[src/rtl/pc_sequencer.sv]
// Fetch-side PC sequencer: increment, LUT-indexed jumps, call/return stack, stall and halt.
// Optional JUMP_BYPASS_EN: combinational LUT index with single-edge jumps (no JWAIT state).
module pc_sequencer #(
    parameter int D     = 12,
    parameter int A     = 8,
    parameter int DEPTH = 4
) (
    input  logic         clk,
    input  logic         reset,
    input  logic         start,
    input  logic         stall,
    input  logic         jump_en,
    input  logic         jump_cond,
    input  logic         call_en,
    input  logic         ret_en,
    input  logic         halt_en,
    input  logic [A-1:0] jump_idx,
    input  logic [D-1:0] lut_target,
    output logic [A-1:0] lut_idx,
    output logic [D-1:0] prog_ctr,
    output logic         busy,
    output logic         done,
    output logic         fault
);

    // One extra bit so sp can represent a completely full stack.
    localparam int SPW = $clog2(DEPTH) + 1;

    typedef enum logic [2:0] {
        IDLE,
        RUN,
        JWAIT,
        HALTED,
        FAULT
    } state_e;

    state_e         state, state_nxt;
    logic [D-1:0]   pc_nxt;
    logic [A-1:0]   idx_q, idx_nxt;
    logic [SPW-1:0] sp, sp_nxt;
    logic [SPW-2:0] wr_ptr, rd_ptr;
    logic           push;
    logic           take_jump;
    logic           stack_full;
    logic [D-1:0]   stack [DEPTH];

    assign wr_ptr     = sp[SPW-2:0];
    assign rd_ptr     = wr_ptr - (SPW-1)'(1);
    assign stack_full = (sp == SPW'(DEPTH));

    // A taken call only counts as a jump when it will not overflow the stack.
    assign take_jump = (state == RUN) && !stall && !halt_en && !ret_en &&
                       ((call_en && jump_cond) ? !stack_full : (jump_en && jump_cond));

`ifdef JUMP_BYPASS_EN
    assign lut_idx = take_jump ? jump_idx : idx_q;
`else
    assign lut_idx = idx_q;
`endif

    always_comb begin
        state_nxt = state;
        pc_nxt    = prog_ctr;
        idx_nxt   = idx_q;
        sp_nxt    = sp;
        push      = 1'b0;
        case (state)
            IDLE: begin
                if (start) begin
                    state_nxt = RUN;
                    pc_nxt    = '0;
                end
            end
            RUN: begin
                if (!stall) begin
                    if (halt_en) begin
                        state_nxt = HALTED;
                    end else if (ret_en) begin
                        if (sp == '0) begin
                            state_nxt = FAULT;
                        end else begin
                            pc_nxt = stack[rd_ptr];
                            sp_nxt = sp - SPW'(1);
                        end
                    end else if (call_en && jump_cond && stack_full) begin
                        state_nxt = FAULT;
                    end else if (take_jump) begin
                        idx_nxt = jump_idx;
                        if (call_en) begin
                            push   = 1'b1;
                            sp_nxt = sp + SPW'(1);
                        end
`ifdef JUMP_BYPASS_EN
                        pc_nxt = lut_target;
`else
                        state_nxt = JWAIT;
`endif
                    end else begin
                        pc_nxt = prog_ctr + D'(1);
                    end
                end
            end
            JWAIT: begin
                if (!stall) begin
                    pc_nxt    = lut_target;
                    state_nxt = RUN;
                end
            end
            HALTED: begin
                if (start) begin
                    state_nxt = RUN;
                    pc_nxt    = '0;
                    sp_nxt    = '0;
                end
            end
            FAULT: begin
                state_nxt = FAULT;
            end
            default: begin
                state_nxt = IDLE;
            end
        endcase
    end

    // Status flags are registered from the next state so they align with prog_ctr.
    always_ff @(posedge clk or negedge reset) begin
        if (!reset) begin
            state    <= IDLE;
            prog_ctr <= '0;
            idx_q    <= '0;
            sp       <= '0;
            busy     <= 1'b0;
            done     <= 1'b0;
            fault    <= 1'b0;
        end else begin
            state    <= state_nxt;
            prog_ctr <= pc_nxt;
            idx_q    <= idx_nxt;
            sp       <= sp_nxt;
            busy     <= (state_nxt == RUN) || (state_nxt == JWAIT);
            done     <= (state_nxt == HALTED);
            fault    <= (state_nxt == FAULT);
        end
    end

    // Stack contents need no reset; an empty sp makes stale entries unreachable.
    always_ff @(posedge clk) begin
        if (push) begin
            stack[wr_ptr] <= prog_ctr + D'(1);
        end
    end

endmodule
[config.mk]
export PLATFORM = sky130hd
export DESIGN_NAME = pc_sequencer
export DESIGN_NICKNAME = d
export VERILOG_FILES = /design/src/rtl/pc_sequencer.sv
export SDC_FILE = /design/constraint.sdc
export NUM_CORES = 1
export LEC_CHECK = 0
export CAP_MARGIN = 20
export CORE_ASPECT_RATIO = 1.1
export CORE_MARGIN = 5
export CORE_UTILIZATION = 49
export CTS_CLUSTER_DIAMETER = 100
export DETAILED_ROUTE_END_ITERATION = 16
export PLACE_DENSITY = 0.87
export SLEW_MARGIN = 30
export SYNTH_ARGS = -nofsm -noshare
export SYNTH_HDL_FRONTEND = slang
export SYNTH_SLANG_ARGS = --single-unit
[constraint.sdc]
create_clock -name clk -period 2.9 [get_ports clk]
set_input_delay 0.58 -clock clk [delete_from_list [all_inputs] [get_ports clk]]
set_output_delay 0.58 -clock clk [all_outputs]
set_load 0.03 [all_outputs]
==> results.cfg <==
[cells_and_area]
fillerInstances = 553
final_nets = 378
area_growth_pct = 22.96
drive_above_1_share_pct = 16.95
fin_util_pct = 61.47
fin_area_sq_mm = 0.004543
n_antenna_cell = 0

[logic_synthesis]
synthCells = 280
syn-num-nets = 315
synth_cell_types = 53
synth_common_cells = edfxtp_1, dfrtp_1, nor2_1, nand2_1, a21oi_1
async_flop_share_pct = 37.66
ys_seq_area_share_pct = 58.65
synth.area.top_cells = edfxtp_1, dfrtp_1, mux4_2
ys_ff_latch = 77
yosysTopAreaCell = edfxtp_1
synth.top_cell.area_share_pct = 39.01
syn_avg_cell_area_sq_um = 13.20
ys.warnings.count = 0
synth_edf_count = 48
syn_area_sq_mm = 0.003695
ys.flop_type = edfxtp_1
yosysMostFrequentCell = edfxtp_1

[grt]
grt_overflow = 0
grt_pass1_wl_um = 13050
antenna_found_initial = 0
grt_usage_pct = 18.49
grt_max_degree = 30
grtUsageMet3_pct = 5.452
use_met2_pct = 29.47
busiest_layer = met2
grt_use_met1_pct = 23.87
grt_pass1_vias = 2583

[sta]
timing.fmax_mhz = 392.1
setup_viol = 0
setup_ws_ps = 349.5
maxSlewViolCount = 0
rsz0062_at_grt = no
slew_headroom_pct = 61.14
hold_violations = 0
finalCriticalPeriod_ps = 2550
period_share_pct = 87.95
clock_skew_ps = 8.316
tightest_slew_ps = 575.4

[flow_run]
max_cap_violations = 0

[setup_path]
cp-start-kind = register
cp-end-kind = register
cp.arrival_ps = 2570
critPathMaxFanout = 12
criticalPathCategory = reg -> reg
rrSetupSlack_ps = 350
cp-endpoint = stack[1][1]
rr_worst_depth = 6
setup.worst_path.start = sp[1]
worst_ep_required_time_ps = 2920
r2r-end = stack[1][1]
r2r_start = sp[1]

[clocking]
h-tree-depth = 3
cts_tree = done
cts.sinks = 77
cts_resized = 0
cts_made_buffers = 9
insertion_delay_ps = 350
ctsHoldBuffers = 0
post-cts-setup-buffers = 0
cts_root_buffer = clkbuf_8
path_clk_slew_ps = 70
cts_max_path_buffers = 2

[drt]
ant_nets = 0
wl_per_cell_um = 18.63
drtIter0Drc = 197
drc = 0
totalWireLength_um = 8106
drt_first_pass_iters = 4
num_vias = 2564
vias_per_cell = 5.894

[die]
pin_count = 52
dieArea_sq_mm = 0.009379
die_h_um = 101.1
die_x_um = 92.80
initial_core_util_pct = 49.99
core_area_sq_mm = 0.007391
num_rows = 33

[place]
dpl_cell_area_sq_mm = 0.004365
hpwl_um = 5732
port-buffer-count = 51
pre_cts_slack_ps = 70.76
place.gp.congestion = 0.8429

[min_path]
hp-class = reg -> reg

[power]
power_mw = 4.654
p_leak_nw = 1.687
ir_drop_mv = 0.7050
p_per_area_mw_per_mm2 = 1024

[status]
status = finished, final reports clean
## layout by cell type (no fill, tap or decap), drive strengths merged, types with 5 or more instances in the layout
cell type,count
a31oi,5
mux4,12
edfxtp,48
xnor2,9
clkbuf,12
inv,8
buf,13
and3,9
mux2,8
nand2b,5
clkdlybuf4s50,51
a21oi,13
nor2b,5
nor2,20
nand2,18
ha,5
clkinv,5
nand3,10
o21ai,12
dfrtp,29
## logic make-up after synthesis
family	after synthesis	share of synthesized area [%]
and+or+nand+nor	85	11.75
DFF	77	58.65
AOI/OAI and AO/OA	56	11.14
muxes	24	10.84
buffers and inverters	21	2.777
xor gates and xnor gates	11	2.608
adders and majority gates	6	2.235
## layer usage
metal | wire, um | share of wire, % | vias up
met5 | 0 | 0 | -
met4 | 133 | 1.6 | 0
met3 | 614 | 7.6 | 12
met2 | 4012 | 49 | 104
met1 | 3346 | 41 | 1250
li1 | - | - | 1198
## worst min-delay path by stage
stage | from | end | slack, ps | cells past startpoint
detailed placement | lut_idx[2] | lut_idx[2] | 500 | 1
finish | lut_idx[2] | lut_idx[2] | 510 | 1
floorplan | reset | busy | 280 | 0
CTS | lut_idx[2] | lut_idx[2] | 520 | 1
global route | lut_idx[3] | lut_idx[3] | 540 | 1
global placement | lut_idx[1] | lut_idx[1] | 490 | 1
## flip-flops by register name (all words and copies together) (netlist names)
signal / cells
busy: 1
done: 1
fault: 1
lut_idx: 8
prog_ctr: 12
sp: 3
stack: 48
state: 3
## power by group
group	internal, mW	leakage (nW)	total, mW	switching (mW)
logic	0.987	0.812	2.21	1.23
clock network	0.354	0.0938	0.728	0.374
registers	1.49	0.781	1.71	0.225
total	2.83	1.69	4.65	1.83
## through the flow
stage / setup TNS [ps] / cells / hold WS (ps)
floorplan: -482.0 / 280 / 284.4
global placement: 0 / 419 / 490.6
detailed placement: 0 / 419 / 497.9
CTS: 0 / 435 / 515.1
global route: 0 / 435 / 539.8
finish: 0 / 435 / 509.4
## critical path, cell delays in order, from the launching register on
cell	delay, ps
dfrtp_1	400
inv_1	110
ha_1	250
and3_1	210
or4_1	560
nor2_1	240
and3_2	450
## area by class of cell
type / count / area [sq um] / area share, %
multi-input combinational: 182 / 1435 / 31.59
tap: 87 / 108.9 / 2.396
clock buffer: 12 / 155.1 / 3.415
inverter: 9 / 33.78 / 0.7436
clock inverter: 4 / 22.52 / 0.4957
sequential: 77 / 2167 / 47.70
timing repair buffer: 64 / 620.6 / 13.66
No activity file was read; power rests on OpenSTA's default activity.
